### src/rtl/uart_pkg.sv
// Shared constants, FSM encodings and the frame-length helper for uart_core.
package uart_pkg;

  localparam int PARITY_NONE = 0;
  localparam int PARITY_EVEN = 1;
  localparam int PARITY_ODD  = 2;

  typedef enum logic [2:0] {
    TX_IDLE   = 3'd0,
    TX_START  = 3'd1,
    TX_DATA   = 3'd2,
    TX_PARITY = 3'd3,
    TX_STOP   = 3'd4
  } tx_state_t;

  typedef enum logic [2:0] {
    RX_IDLE       = 3'd0,
    RX_START      = 3'd1,
    RX_DATA       = 3'd2,
    RX_PARITY     = 3'd3,
    RX_STOP       = 3'd4,
    RX_BREAK_WAIT = 3'd5
  } rx_state_t;

  // Bits per frame: start + data + optional parity + stop.
  function automatic int frame_bits(input int data_bits, input int parity, input int stop_bits);
    return 1 + data_bits + ((parity != PARITY_NONE) ? 1 : 0) + stop_bits;
  endfunction

endpackage

### src/rtl/uart_core_rx.sv
// Receive half of uart_core: 2-FF line synchroniser and mid-bit sampling FSM
// with parity/framing checks and a break-wait state.
module uart_core_rx
  import uart_pkg::*;
#(
  parameter int CLKS_PER_BIT = 234,
  parameter int DATA_BITS    = 8,
  parameter int PARITY       = 0,
  parameter int STOP_BITS    = 1
) (
  input  logic                 clk,
  input  logic                 rst,
  input  logic                 uart_rx,
  output logic [DATA_BITS-1:0] rx_data,
  output logic                 rx_valid,
  output logic                 rx_frame_err,
  output logic                 rx_parity_err,
  output logic                 rx_busy
);

  localparam int CNT_W = $clog2(CLKS_PER_BIT);
  localparam int BIT_W = $clog2(DATA_BITS);
  localparam logic [CNT_W-1:0] CNT_LAST  = CNT_W'(CLKS_PER_BIT - 1);
  localparam logic [CNT_W-1:0] HALF_LAST = CNT_W'(CLKS_PER_BIT / 2 - 1);
  localparam logic [BIT_W-1:0] DATA_LAST = BIT_W'(DATA_BITS - 1);
  localparam logic [BIT_W-1:0] STOP_LAST = BIT_W'(STOP_BITS - 1);

  logic                 r_sync1;
  logic                 r_sync2;
  rx_state_t            r_state;
  logic [CNT_W-1:0]     r_cnt;
  logic [BIT_W-1:0]     r_bit;
  logic [DATA_BITS-1:0] r_shift;
  logic                 r_par;
  logic                 r_par_err;
  logic                 r_frame_err;
  logic [DATA_BITS-1:0] r_rx_data;
  logic                 r_rx_valid;
  logic                 r_rx_frame_err;
  logic                 r_rx_parity_err;
  logic                 r_rx_busy;

  logic w_rx;
  logic w_bit_end;
  logic w_half_end;
  logic w_frame_err;

  assign w_rx        = r_sync2;
  assign w_bit_end   = (r_cnt == CNT_LAST);
  assign w_half_end  = (r_cnt == HALF_LAST);
  assign w_frame_err = r_frame_err | ~w_rx;

  // Two-stage synchroniser; resets to the idle (high) line level.
  always_ff @(posedge clk) begin
    if (rst) begin
      r_sync1 <= 1'b1;
      r_sync2 <= 1'b1;
    end else begin
      r_sync1 <= uart_rx;
      r_sync2 <= r_sync1;
    end
  end

  // Receive FSM; every sample after START is CLKS_PER_BIT from the start mid-point.
  always_ff @(posedge clk) begin
    if (rst) begin
      r_state         <= RX_IDLE;
      r_cnt           <= '0;
      r_bit           <= '0;
      r_shift         <= '0;
      r_par           <= 1'b0;
      r_par_err       <= 1'b0;
      r_frame_err     <= 1'b0;
      r_rx_data       <= '0;
      r_rx_valid      <= 1'b0;
      r_rx_frame_err  <= 1'b0;
      r_rx_parity_err <= 1'b0;
      r_rx_busy       <= 1'b0;
    end else begin
      r_rx_valid <= 1'b0;
      r_cnt      <= r_cnt + CNT_W'(1'b1);
      case (r_state)
        RX_IDLE: begin
          r_cnt <= '0;
          r_bit <= '0;
          if (!w_rx) begin
            r_par       <= 1'b0;
            r_par_err   <= 1'b0;
            r_frame_err <= 1'b0;
            r_rx_busy   <= 1'b1;
            r_state     <= RX_START;
          end
        end
        RX_START: begin
          if (w_half_end) begin
            r_cnt <= '0;
            if (w_rx) begin
              r_rx_busy <= 1'b0;
              r_state   <= RX_IDLE;
            end else begin
              r_state <= RX_DATA;
            end
          end
        end
        RX_DATA: begin
          if (w_bit_end) begin
            r_cnt   <= '0;
            r_shift <= {w_rx, r_shift[DATA_BITS-1:1]};
            r_par   <= r_par ^ w_rx;
            if (r_bit == DATA_LAST) begin
              r_bit <= '0;
              if (PARITY != PARITY_NONE) begin
                r_state <= RX_PARITY;
              end else begin
                r_state <= RX_STOP;
              end
            end else begin
              r_bit <= r_bit + BIT_W'(1'b1);
            end
          end
        end
        RX_PARITY: begin
          if (w_bit_end) begin
            r_cnt     <= '0;
            r_par_err <= r_par ^ w_rx ^ (PARITY == PARITY_ODD);
            r_state   <= RX_STOP;
          end
        end
        RX_STOP: begin
          if (w_bit_end) begin
            r_cnt <= '0;
            if (r_bit == STOP_LAST) begin
              r_bit           <= '0;
              r_rx_valid      <= 1'b1;
              r_rx_data       <= r_shift;
              r_rx_frame_err  <= w_frame_err;
              r_rx_parity_err <= r_par_err;
              r_rx_busy       <= w_frame_err;
              // A low stop bit may be a break: wait for the line to recover first.
              if (w_frame_err) begin
                r_state <= RX_BREAK_WAIT;
              end else begin
                r_state <= RX_IDLE;
              end
            end else begin
              r_bit       <= r_bit + BIT_W'(1'b1);
              r_frame_err <= w_frame_err;
            end
          end
        end
        RX_BREAK_WAIT: begin
          r_cnt <= '0;
          if (w_rx) begin
            r_rx_busy <= 1'b0;
            r_state   <= RX_IDLE;
          end
        end
        default: begin
          r_cnt     <= '0;
          r_bit     <= '0;
          r_rx_busy <= 1'b0;
          r_state   <= RX_IDLE;
        end
      endcase
    end
  end

  assign rx_data       = r_rx_data;
  assign rx_valid      = r_rx_valid;
  assign rx_frame_err  = r_rx_frame_err;
  assign rx_parity_err = r_rx_parity_err;
  assign rx_busy       = r_rx_busy;

endmodule

### src/rtl/uart_core.sv
// Parametrised full-duplex UART: valid/ready transmit FSM inline, receive
// path in uart_core_rx. TX and RX share only clock and reset.
module uart_core
  import uart_pkg::*;
#(
  parameter int CLKS_PER_BIT = 234,
  parameter int DATA_BITS    = 8,
  parameter int PARITY       = 0,
  parameter int STOP_BITS    = 1
) (
  input  logic                 clk,
  input  logic                 rst,
  input  logic                 uart_rx,
  output logic                 uart_tx,
  input  logic [DATA_BITS-1:0] tx_data,
  input  logic                 tx_valid,
  output logic                 tx_ready,
  output logic                 tx_busy,
  output logic [DATA_BITS-1:0] rx_data,
  output logic                 rx_valid,
  output logic                 rx_frame_err,
  output logic                 rx_parity_err,
  output logic                 rx_busy
);

  localparam int CNT_W = $clog2(CLKS_PER_BIT);
  localparam int BIT_W = $clog2(DATA_BITS);
  localparam logic [CNT_W-1:0] CNT_LAST  = CNT_W'(CLKS_PER_BIT - 1);
  localparam logic [BIT_W-1:0] DATA_LAST = BIT_W'(DATA_BITS - 1);
  localparam logic [BIT_W-1:0] STOP_LAST = BIT_W'(STOP_BITS - 1);

  tx_state_t            r_tx_state;
  logic [CNT_W-1:0]     r_tx_cnt;
  logic [BIT_W-1:0]     r_tx_bit;
  logic [DATA_BITS-1:0] r_tx_shift;
  logic                 r_tx_par;
  logic                 r_uart_tx;
  logic                 r_tx_ready;
  logic                 r_tx_busy;
  logic                 w_tx_bit_end;

  assign w_tx_bit_end = (r_tx_cnt == CNT_LAST);

  // Transmit FSM; uart_tx is registered so the start bit follows acceptance by one clock.
  always_ff @(posedge clk) begin
    if (rst) begin
      r_tx_state <= TX_IDLE;
      r_tx_cnt   <= '0;
      r_tx_bit   <= '0;
      r_tx_shift <= '0;
      r_tx_par   <= 1'b0;
      r_uart_tx  <= 1'b1;
      r_tx_ready <= 1'b1;
      r_tx_busy  <= 1'b0;
    end else begin
      if ((r_tx_state != TX_IDLE) && !w_tx_bit_end) begin
        r_tx_cnt <= r_tx_cnt + CNT_W'(1'b1);
      end else begin
        r_tx_cnt <= '0;
      end
      case (r_tx_state)
        TX_IDLE: begin
          r_tx_bit <= '0;
          if (tx_valid && r_tx_ready) begin
            r_tx_shift <= tx_data;
            r_tx_par   <= (PARITY == PARITY_EVEN) ? (^tx_data) : (~^tx_data);
            r_uart_tx  <= 1'b0;
            r_tx_ready <= 1'b0;
            r_tx_busy  <= 1'b1;
            r_tx_state <= TX_START;
          end
        end
        TX_START: begin
          if (w_tx_bit_end) begin
            r_uart_tx  <= r_tx_shift[0];
            r_tx_shift <= {1'b0, r_tx_shift[DATA_BITS-1:1]};
            r_tx_state <= TX_DATA;
          end
        end
        TX_DATA: begin
          if (w_tx_bit_end) begin
            if (r_tx_bit == DATA_LAST) begin
              r_tx_bit <= '0;
              if (PARITY != PARITY_NONE) begin
                r_uart_tx  <= r_tx_par;
                r_tx_state <= TX_PARITY;
              end else begin
                r_uart_tx  <= 1'b1;
                r_tx_state <= TX_STOP;
              end
            end else begin
              r_tx_bit   <= r_tx_bit + BIT_W'(1'b1);
              r_uart_tx  <= r_tx_shift[0];
              r_tx_shift <= {1'b0, r_tx_shift[DATA_BITS-1:1]};
            end
          end
        end
        TX_PARITY: begin
          if (w_tx_bit_end) begin
            r_uart_tx  <= 1'b1;
            r_tx_state <= TX_STOP;
          end
        end
        TX_STOP: begin
          if (w_tx_bit_end) begin
            if (r_tx_bit == STOP_LAST) begin
              r_tx_bit   <= '0;
              r_tx_ready <= 1'b1;
              r_tx_busy  <= 1'b0;
              r_tx_state <= TX_IDLE;
            end else begin
              r_tx_bit <= r_tx_bit + BIT_W'(1'b1);
            end
          end
        end
        default: begin
          r_tx_bit   <= '0;
          r_uart_tx  <= 1'b1;
          r_tx_ready <= 1'b1;
          r_tx_busy  <= 1'b0;
          r_tx_state <= TX_IDLE;
        end
      endcase
    end
  end

  assign uart_tx  = r_uart_tx;
  assign tx_ready = r_tx_ready;
  assign tx_busy  = r_tx_busy;

  uart_core_rx #(
    .CLKS_PER_BIT (CLKS_PER_BIT),
    .DATA_BITS    (DATA_BITS),
    .PARITY       (PARITY),
    .STOP_BITS    (STOP_BITS)
  ) u_rx (
    .clk           (clk),
    .rst           (rst),
    .uart_rx       (uart_rx),
    .rx_data       (rx_data),
    .rx_valid      (rx_valid),
    .rx_frame_err  (rx_frame_err),
    .rx_parity_err (rx_parity_err),
    .rx_busy       (rx_busy)
  );

endmodule

### config.mk
export PLATFORM = sky130hd
export DESIGN_NAME = uart_core
export DESIGN_NICKNAME = d
export VERILOG_FILES = /design/src/rtl/uart_pkg.sv /design/src/rtl/uart_core_rx.sv /design/src/rtl/uart_core.sv
export SDC_FILE = /design/constraint.sdc
export NUM_CORES = 1
export LEC_CHECK = 0
export CAP_MARGIN = 10
export CORE_AREA = 5 5 66 112
export CTS_BUF_LIST = sky130_fd_sc_hd__clkbuf_8
export CTS_CLUSTER_SIZE = 24
export DETAILED_ROUTE_END_ITERATION = 10
export DIE_AREA = 0 0 71 117
export PLACE_DENSITY_LB_ADDON = 0.08
export SLEW_MARGIN = 20
export SYNTH_ARGS = -nofsm -noshare
export SYNTH_HDL_FRONTEND = slang
export SYNTH_SLANG_ARGS = --single-unit
### constraint.sdc
create_clock -name clk -period 5.1 [get_ports clk]
set_input_delay 1.02 -clock clk [delete_from_list [all_inputs] [get_ports clk]]
set_output_delay 1.02 -clock clk [all_outputs]
set_load 0.005 [all_outputs]
# After elaboration in Yosys (flattened, before gate mapping)
# Index checks and enable logic that the tools add are counted.
# totals
word_cells	163
reg_bits	64
# op_classes
reduce_logical	32
bitwise	11
eq_ne	31
add_sub_neg	4
muxes	64
# ops
op	n
$mux 3	24
$mux 8	6
$pmux 8 s3	1
$mux 1	20
$ne 2x2->1 const B	10
$pmux 3 s3	2
$pmux 3 s6	1
$add 8x1->8 const B	2
$eq 8x8->1 const B	2
$pmux 8 s2	1
$eq 3x3->1 const B	5
$pmux 3 s5	1
$reduce_and 3->1	5
$reduce_and 5->1	3
$ne 2x1->1 const B	7
$eq 3x2->1 const B	4
$logic_not 3->1	4
$reduce_or 3->1	4
$pmux 1 s5	2
$not 1->1	9
$eq 8x7->1 const B	1
$reduce_and 4->1	2
$reduce_and 8->1	1
$reduce_and 7->1	1
13 further kinds	24

# Logic depth before layout (Yosys ltp)
# Gate-level depths: netlist of the first run.
# depth
depth_word	6
mapped_depth	8
depth_no_buf	7

# Modules after synthesis
# A second synthesis of the first run with hierarchy kept.
# unflattened
cells_unflattened	354
area_unflattened_um2	3143.0
# by_module_without_submodules
mod	cells_per_inst	instances	area_each_um2
uart_core_rx	199	1	1816.7
uart_core	155	1	1326.3

# Least setup slack after synthesis of the first run
# No wires, ideal clock.
# synth_path
kind	in2reg
from	input tx_valid
to	register r_tx_shift[0]
arrival_time_ps	1798
required_ps	5014
cell_stages	5
path_slack_ps	3216
setup_time_ps	86
cell_sequence	nand3_1 > a31oi_2 > buf_2 > nor2_1 > a211oi_1
# synth_between
elab_chain_cells	3
# synth_lines
item	line_no	rtl
start, declared	uart_core.sv:16	input logic tx_valid,
$logic_and 1x1->1	uart_core.sv:64	if (tx_valid && r_tx_ready) begin
$ne 2x2->1 (no line)	--	
$reduce_and 5->1 (no line)	--	
end signal, assigned	uart_core.sv:65	r_tx_shift <= tx_data;
end signal, assigned	uart_core.sv:76	r_tx_shift <= {1'b0, r_tx_shift[DATA_BITS-1:1]};
end signal, assigned	uart_core.sv:94	r_tx_shift <= {1'b0, r_tx_shift[DATA_BITS-1:1]};
end, declared	uart_core.sv:35	logic [DATA_BITS-1:0] r_tx_shift;
# No other way between the ends.
# A chain may end at the register's enable or synchronous reset.

# Worst setup path after layout of the first run
# layout_path
from	register r_tx_ready (netlist: tx_ready)
to	output tx_ready
# layout_rtl
item	line_no	rtl
start, declared	uart_core.sv:38	logic r_tx_ready;
start signal, assigned	uart_core.sv:53	r_tx_ready <= 1'b1;
start signal, assigned	uart_core.sv:68	r_tx_ready <= 1'b0;
start signal, assigned	uart_core.sv:108	r_tx_ready <= 1'b1;
end, declared	uart_core.sv:17	output logic tx_ready,
# No word-level cell between the ends.

==> flow_summary.toml, run 1 <==
[timing]
rsz0062_at_grt = "no"
setup_viol = 0
min_period_ns = 2.26
finalSetupTns_ns = 0
hold_viol = 0
max_freq_mhz = 443
worst_pin_slew_ns = 0.954
finClkSkew_ns = 0.00802
fin_crit_sh_pct = 44.3
relSlewSlack_pct = 36.4
final_max_slew_viol_count = 0

[logic_synthesis]
synth_area_leaders = "dfxtp_1 (42%), nor2_1 (6.1%), mux2i_1 (5.9%)"
netlist_area_sq_um = 3070
synth-compound-area-share_pct = 14.5
syn_avg_cell_area_sq_um = 8.66
synth_common_cells = "dfxtp_1 (64), nor2_1 (50), nand2_1 (32)"
synth_top_area_cell = "dfxtp_1"
synth_xor_area_share_pct = 3.99
synth-warning-count = 0
synthCells = 355
synth_top_area_share_pct = 41.7
synth-edff-count = 0
synth-main-ff-cell = "dfxtp_1"
synth-adder-area-share_pct = 4.48
yosysUniqueCellTypes = 55
synth_top_family_by_area = "simple AND/OR/NAND/NOR gates"
synthMuxAreaShare_pct = 5.86
synthArstFlopShare_pct = 0
syn-num-nets = 378
ys_seq_area_share_pct = 41.7
ys_seq_elements = 64
yosysMostFrequentCell = "dfxtp_1"
synth-simple-area-share_pct = 25.3

[cells_and_area]
syn2layout_area_growth_pct = 17.3
fill_cells = 623
final_nets = 396
insertedDiodeCount = 0
drive_gt1_share_pct = 8.20

[worst_setup_path]
crit_chain = "clkdlybuf4s50_1"
cp-end-kind = "output port"
worstPathMaxFanout = 4
crit_required_ns = 4.08
cp_top_family = "buffers and inverters"
critPathLaunchType = "register"
regToRegSetupSlack_ns = 3.05
arrival_ns = 1.24
cpPeakStageDelay_ns = 0.53
path_class = "reg -> out"
cp_slowest_cell = "clkdlybuf4s50_1"
worst-path-buf-inv = 1

[cts]
clk_latency_ns = 0.35
cts_buffers = 9
post_cts_resized = 0
cts-root-buf = "clkbuf_8"
tritoncts = "yes"
clockBufferDepth = 2
cts_hold_buf = 0
post_cts_buffers = 0
cts.clk_slew.worst_paths_ns = 0.07
h-tree-depth = 3
clkSinkCount = 64

[pwr]
leakagePower_uw = 0.00137
peakVddDrop_uv = 245
finalPower_uw = 1280
power_density_nw_per_um2 = 354

[hold_path]
min_path_type = "reg -> reg"

[flow_run]
maxCapViolCount = 0

[routing]
via_per_inst = 5.45
drc = 0
routed_wl_um = 6380
drt-pass1-iter-count = 4
wl_per_cell_um = 13.9
drtAntennaViolNets = 0
vias = 2509
drt-initial-drc-count = 162

[global_routing]
first_global_vias = 2433
grt_pass1_wl_um = 11000
gr-total-overflow = 0
grt_max_degree = 52
gr-usage-all-layers_pct = 16.8
antenna_found_initial = 0

[die]
die_x_um = 71
std_cell_rows = 39
core_area_sq_um = 6440
die_h_um = 117
die_area_sq_um = 8310
initial_core_util_pct = 47.7
io_pins = 27

[place]
port-buffer-count = 26
hpwl_um = 4510
place_congestion = 0.799

[run_status]
status = "completed"
-- layout make-up --
type                            instances  area (sq um)  area share [%]
Tap cell                               82           103            2.85
Timing Repair Buffer                   26           255            7.08
Inverter                               13          48.8            1.35
Sequential cell                        64          1280            35.5
Clock inverter                          6           114            3.16
Clock buffer                           10           138            3.82
Multi-Input combinational cell        259          1670            46.2
-- metal layers --
layer	GRT usage, %	vias to the layer above	part of all wire (%)
li1	-	1285	-
met1	17.6	1186	41
met2	30.3	25	53
met3	4.53	13	2.8
met4	8.66	0	2.6
met5	0	-	0
-- state kept, by name (all words and copies together) (netlist names), 3 cells and up --
register / cells
u_rx.r_bit: 3
r_tx_shift: 8
u_rx.r_cnt: 8
r_tx_cnt: 8
r_tx_bit: 3
u_rx.r_shift: 8
u_rx.rx_data: 8
r_tx_state: 3
u_rx.r_state: 3
-- path summary, 6_finish.rpt --
| path | start | to | depth (start not counted) |
|---|---|---|---|
| max | tx_ready | tx_ready | 1 |
| min | u_rx.r_sync1 | u_rx.r_sync2 | 1 |
| max reg2reg | r_tx_bit[0] | r_tx_shift[4] | 7 |
| min reg2reg | u_rx.r_sync1 | u_rx.r_sync2 | 1 |
-- per-stage QoR --
step           hold slack (ns)  setup slack, ns  instance area [sq um]  instances  util (%)
4_1_cts                  0.414             2.81                   3600        460      56.0
3_5_place_dp             0.395             2.51                   3350        444      52.1
2_1_floorplan            0.389             3.22                   3070        355         -
6_report                 0.410             2.84                   3600        460      56.0
3_3_place_gp             0.393             2.56                   3350        444      52.1
5_1_grt                  0.432             2.68                   3600        460      56.0
-- power breakdown --
| part | switching, uW | internal, uW | leakage, uW |
|---|---|---|---|
| registers | 35.9 | 524 | 0.000519 |
| logic | 94.7 | 76.5 | 0.000734 |
| clock network | 205 | 339 | 0.000119 |
-- placed cells by master, fill, tap and decap left out, types with 3 or more instances in the layout --
master	instances
nand3b_1	3
xnor2_1	8
dfxtp_1	64
inv_1	13
o21ai_0	10
mux2i_1	18
bufinv_16	3
clkdlybuf4s50_1	25
nand3_1	10
nand2b_1	4
a211oi_1	8
or2_2	7
nor2_1	50
ha_1	11
nand4_1	9
a311oi_1	3
a21oi_1	26
nor3b_1	4
nor2b_1	6
clkbuf_8	10
nor3_1	5
nand2_1	32
and3_1	4
xor2_1	6
-- cell families (layout without fill, tap and decap cells) --
group                      after synthesis  in the layout
muxes                                   18             18
and+or+nand+nor                        148            148
DFF                                     64             64
adders and majority gates               11             11
AOI/OAI and AO/OA                       68             68
buffers and inverters                   32             55
xor gates and xnor gates                14             14
Power figures use the tool's default switching activity.
==> run 2: changes to the inputs <==
==> constraint.sdc (replaced) <==
create_clock -name clk -period 2.1 [get_ports clk]
set_input_delay 0.42 -clock clk [delete_from_list [all_inputs] [get_ports clk]]
set_output_delay 0.42 -clock clk [all_outputs]
set_load 0.005 [all_outputs]
==> run 2 against run 1 <==
Final cell count grew 1.7%. Die area is the same. Sequential share of layout area shrank 0.47 points. Flip-flop and latch count is the same. First-iteration DRC count shrank 7.4%. Register-to-register slack lost 2.8 ns. Final area grew 1.4%. Clock power grew 130%. Sequential power grew 140%. Clock skew shrank 0.00064 ns. Largest power group unchanged.
==> flow_summary.toml, run 2 (synthesis gave the netlist of run 1 again) <==
[routing]
drt-pass1-iter-count = 4
drc = 0
wl_per_cell_um = 14.1
via_per_inst = 5.39
drt-initial-drc-count = 150
vias = 2524
routed_wl_um = 6610
drtAntennaViolNets = 0

[pwr]
power_density_nw_per_um2 = 830
peakVddDrop_uv = 404
leakagePower_uw = 0.00141

[die]
die_x_um = 71
initial_core_util_pct = 47.7
std_cell_rows = 39
die_h_um = 117
core_area_sq_um = 6440
die_area_sq_um = 8310
io_pins = 27

[cells_and_area]
insertedDiodeCount = 0
final_common_cell = "dfxtp_1"
syn2layout_area_growth_pct = 18.9
final_nets = 404
drive_gt1_share_pct = 10.1
fin_cells = 468
final_cell_mix = "dfxtp_1 (64), nor2_1 (50), nand2_1 (32), a21oi_1 (26), clkdlybuf4s50_1 (25)"

[worst_setup_path]
r2r_cells = 6
cp_slowest_cell = "o41ai_2"
cp-end-kind = "register"
startpoint = "u_rx.r_cnt[0]"
crit_chain = "ha_1 -> nand4b_4 -> o41ai_2 -> nand4_1 -> a211o_1 -> a21oi_1"
path_class = "reg -> reg"
r2r-start = "u_rx.r_cnt[0]"
regToRegSetupSlack_ns = 0.26
worstPathMaxFanout = 5
cpPeakStageDelay_ns = 0.41
critPathLaunchType = "register"
arrival_ns = 2.12
crit_required_ns = 2.37
r2r-end = "u_rx.rx_busy"

[cts]
clkSinkCount = 64
post_cts_buffers = 0
clockBufferDepth = 2
cts_hold_buf = 0
tritoncts = "yes"
cts-root-buf = "clkbuf_8"
cts.clk_slew.worst_paths_ns = 0.07
cts_buffers = 9
h-tree-depth = 3
clk_latency_ns = 0.35
post_cts_resized = 0

[timing]
setup_viol = 0
rsz0062_at_grt = "no"
finalSetupTns_ns = 0
fin_crit_sh_pct = 87.7
relSlewSlack_pct = 60.3
worst_pin_slew_ns = 0.593
finClkSkew_ns = 0.00738
max_freq_mhz = 543
final_max_slew_viol_count = 0
hold_viol = 0
min_period_ns = 1.84

[place]
port-buffer-count = 26
hpwl_um = 4790
post-place-cells = 452
place_congestion = 0.812

[global_routing]
grt_pass1_wl_um = 11100
gr-usage-all-layers_pct = 16.9
grt_max_degree = 28
gr-total-overflow = 0
first_global_vias = 2498
antenna_found_initial = 0

[run_status]
status = "completed"

[hold_path]
min_path_type = "reg -> reg"
min_path_cells = 1
hold_start = "u_rx.r_sync1"
holdPathEnd = "u_rx.r_sync2"

[flow_run]
maxCapViolCount = 0
## run 2: power by group
group / internal (uW) / switching (uW)
Combinational: 202 / 249
Sequential: 1270 / 72.4
Clock: 765 / 470
## run 2: worst max path at each step
| stage | endpoint |
|---|---|
| floorplan | r_tx_shift[0] |
| detailed placement | u_rx.rx_busy |
| CTS | u_rx.rx_busy |
| global placement | u_rx.r_state[0] |
| finish | u_rx.rx_busy |
| global route | u_rx.rx_data[5] |
## run 2: final cells by class
type                            count  area (sq um)
Clock inverter                      4          75.1
Tap cell                           82           103
Multi-Input combinational cell    259          1670
Fill cell                         632          2790
Sequential cell                    64          1280
Inverter                           13          48.8
Timing Repair Buffer               34           315
Clock buffer                       12           165
## run 2: critical path, delay by kind of cell, from the launching register on
family | cells | cell delay [ns]
AOI/OAI and AO/OA | 3 | 0.85
adders and majority gates | 1 | 0.22
DFF | 1 | 0.39
and+or+nand+nor | 2 | 0.31
## run 2: metrics by stage
stage	hold WS, ns	total power [uW]	utilization [%]	area (sq um)	setup WS, ns
2_1_floorplan	0.389	1680	-	3070	0.348
3_3_place_gp	0.399	1820	53.0	3410	0.306
3_5_place_dp	0.395	1820	53.0	3410	0.251
4_1_cts	0.409	3080	56.7	3650	0.245
5_1_grt	0.440	3180	56.7	3650	0.0864
6_report	0.409	3030	56.7	3650	0.259
## run 2: per-layer routing
layer / up-vias / track usage [%] / part of all wire [%]
met2: 28 / 31.6 / 55
li1: 1291 / - / -
met4: 0 / 8.66 / 2.1
met1: 1194 / 16.5 / 40
met3: 11 / 5.13 / 2.5
met5: - / 0 / 0
==> run 3: changes to the inputs <==
--- a/config.mk
+++ b/config.mk
@@ -12,6 +12,7 @@
 export DETAILED_ROUTE_END_ITERATION = 10
 export DIE_AREA = 0 0 71 117
 export PLACE_DENSITY_LB_ADDON = 0.08
+export SKIP_LAST_GASP = 1
 export SLEW_MARGIN = 20
 export SYNTH_ARGS = -nofsm -noshare
 export SYNTH_HDL_FRONTEND = slang
==> results of run 3 <==
Same layout as run 2: the final DEF is identical, and so are final timing and power.
==> RTL edit, RTL diff (config.mk and constraints of run 3) <==
`DATA_BITS` is set to 8 in 2 places; all go to 16.
--- a/src/rtl/uart_core_rx.sv
+++ b/src/rtl/uart_core_rx.sv
@@ -5,5 +5,5 @@
 #(
   parameter int CLKS_PER_BIT = 234,
-  parameter int DATA_BITS    = 8,
+  parameter int DATA_BITS    = 16,
   parameter int PARITY       = 0,
   parameter int STOP_BITS    = 1
--- a/src/rtl/uart_core.sv
+++ b/src/rtl/uart_core.sv
@@ -5,5 +5,5 @@
 #(
   parameter int CLKS_PER_BIT = 234,
-  parameter int DATA_BITS    = 8,
+  parameter int DATA_BITS    = 16,
   parameter int PARITY       = 0,
   parameter int STOP_BITS    = 1
Interface: changed (resized rx_data and tx_data); port bits go from 27 to 43. The function was not compared with the original's and may differ.
==> RTL edit against run 3 <==
- synthesized area increased by 32%
- wire length increased by 33%
- sequential cell count increased by 26
- largest power group unchanged
- synthesized cell count increased by 36%
- cell area increased by 33%
- critical endpoint is now r_tx_shift[5]$_SDFFE_PP0P_
- power increased by 7.4%
- setup slack got worse by 0.22 ns
- worst hold slack improved by 0.0035 ns
- cell count increased by 31%
==> RTL edit: results (changes against run 3) <==
LEAKAGE -> 1.70 nW (+21%)
Worst-path clk slew -> 0.08 ns
Pin count of the biggest net entering global routing -> 73 (+160%)
Fin nets -> 556 (+38%)
Initial DRC Count -> 224 (+49%)
Ratio of cells with drive above 1 in the final layout -> 11.3% (+1.2 points)
DR vias -> 3556 (+41%)
Worst-skew pair later-pin latency -> 0.37 ns (+0.02 ns)
Vias in the first global route -> 3463 (+39%)
First-pass GRT wire length -> 14800 µm (+33%)
Fin cells -> 614 (+31%)
Reg2reg setup slack -> 0.04 ns (-0.22 ns)
Antenna violations before repair -> 0 (unchanged)
GRT Resource Usage Total -> 21.9% (+5.0 points)
Commonest cells in the netlist -> dfxtp_1, nand2_1, a21oi_1, nor2_1, a211oi_1
Worst hold margin -> 0.412 ns (+0.00350 ns)
Clk. pwr -> 1.06 mW (-15%)
Seq pwr share -> 55.7% (+11 points)
Worst ir drop on vdd -> 610 µV (+51%)
Outcome -> completed
Largest cells by area after synthesis -> dfxtp_1, nand2_1, a21oi_1
Pwr/cell area -> 671 nW/µm² (-19%)
Hold Path Class -> flop to flop
Cells after synthesis -> 482 (+36%)
PortBufs -> 42 (+62%)
Dpl cell area -> 4590 µm² (+35%)
CP Max Fanout -> 8 (+3)
Post-synthesis cell type count -> 58 (+5.5%)
DP Worst Slack -> 0.0596 ns (-0.191 ns)
Max transition margin -> 65.9% (+5.6 points)
HPWL Detailed -> 6140 µm (+28%)
Syn_nets -> 511 (+35%)
R2r endpoint -> r_tx_shift[5]$_SDFFE_PP0P_
Worst reg2reg path depth -> 9 (+3)
Worst path arrival time -> 2.33 ns (+0.21 ns)
Crit path launch -> r_tx_cnt[1]$_SDFF_PP0_
Sw Pwr -> 0.834 mW (+5.3%)
Placed Cells -> 594 (+31%)
Post-DR wirelength/cell -> 14.3 µm (+1.3%)
Clk_skew -> 0.00667 ns (-0.000711 ns)
GPL Wtd Cong -> 0.901 (+11%)
Register area share after synthesis -> 44.5% (+2.8 points)
[RTL edit: timing repair]
item / CTS / global route
setup endpoints to repair: 0 / 20
setup buffers: 0 / 2
gates resized for setup: 0 / 6
[RTL edit: area by class of cell]
class / instances / area [µm²]
flip-flops and latches: 90 / 1800
fillers: 503 / 1590
clock inverters: 6 / 35.0
multi-input cells: 347 / 2060
well taps: 82 / 103
repair buffers: 66 / 668
inverters: 13 / 48.8
clock buffers: 10 / 138
[RTL edit: how the worst max path moves through the flow]
stage	end	slack, ns	cells after the start
6_report	r_tx_shift[5]$_SDFFE_PP0P_	0.04	9
5_1_grt	r_tx_shift[5]$_SDFFE_PP0P_	-0.1	9
4_1_cts	u_rx.r_bit[2]$_SDFFE_PP0P_	0.03	7
3_5_place_dp	u_rx.r_bit[2]$_SDFFE_PP0P_	0.06	7
3_3_place_gp	u_rx.r_bit[3]$_SDFFE_PP0P_	0.12	7
2_1_floorplan	r_tx_shift[0]$_SDFFE_PP0P_	0.20	8
[RTL edit: metal layers]
layer | vias up | share of wire [%] | GRT usage (%)
li1 | 1760 | - | -
met1 | 1681 | 40 | 22.3
met2 | 98 | 53 | 40.4
met3 | 17 | 4.6 | 4.96
met4 | 0 | 2.8 | 12.7
met5 | - | 0 | 0
[RTL edit: critical path, cell delays in order (launching register included)]
cell	delay, ns
dfxtp_1	0.34
inv_1	0.06
ha_1	0.13
nand4_1	0.13
or3_4	0.37
a221oi_4	0.28
buf_4	0.19
clkbuf_16	0.15
nor2_1	0.05
a211oi_1	0.26
[RTL edit: kinds of logic (layout without fill, tap and decap cells)]
kind of cell	Yosys count	in the layout	synth area share, %
simple gates	203	203	23.9
buf+inv	45	95	5.19
mux	15	15	3.71
xor+xnor	15	15	3.24
compound gates	105	105	16.7
flops	90	90	44.5
fa+ha+maj	9	9	2.78
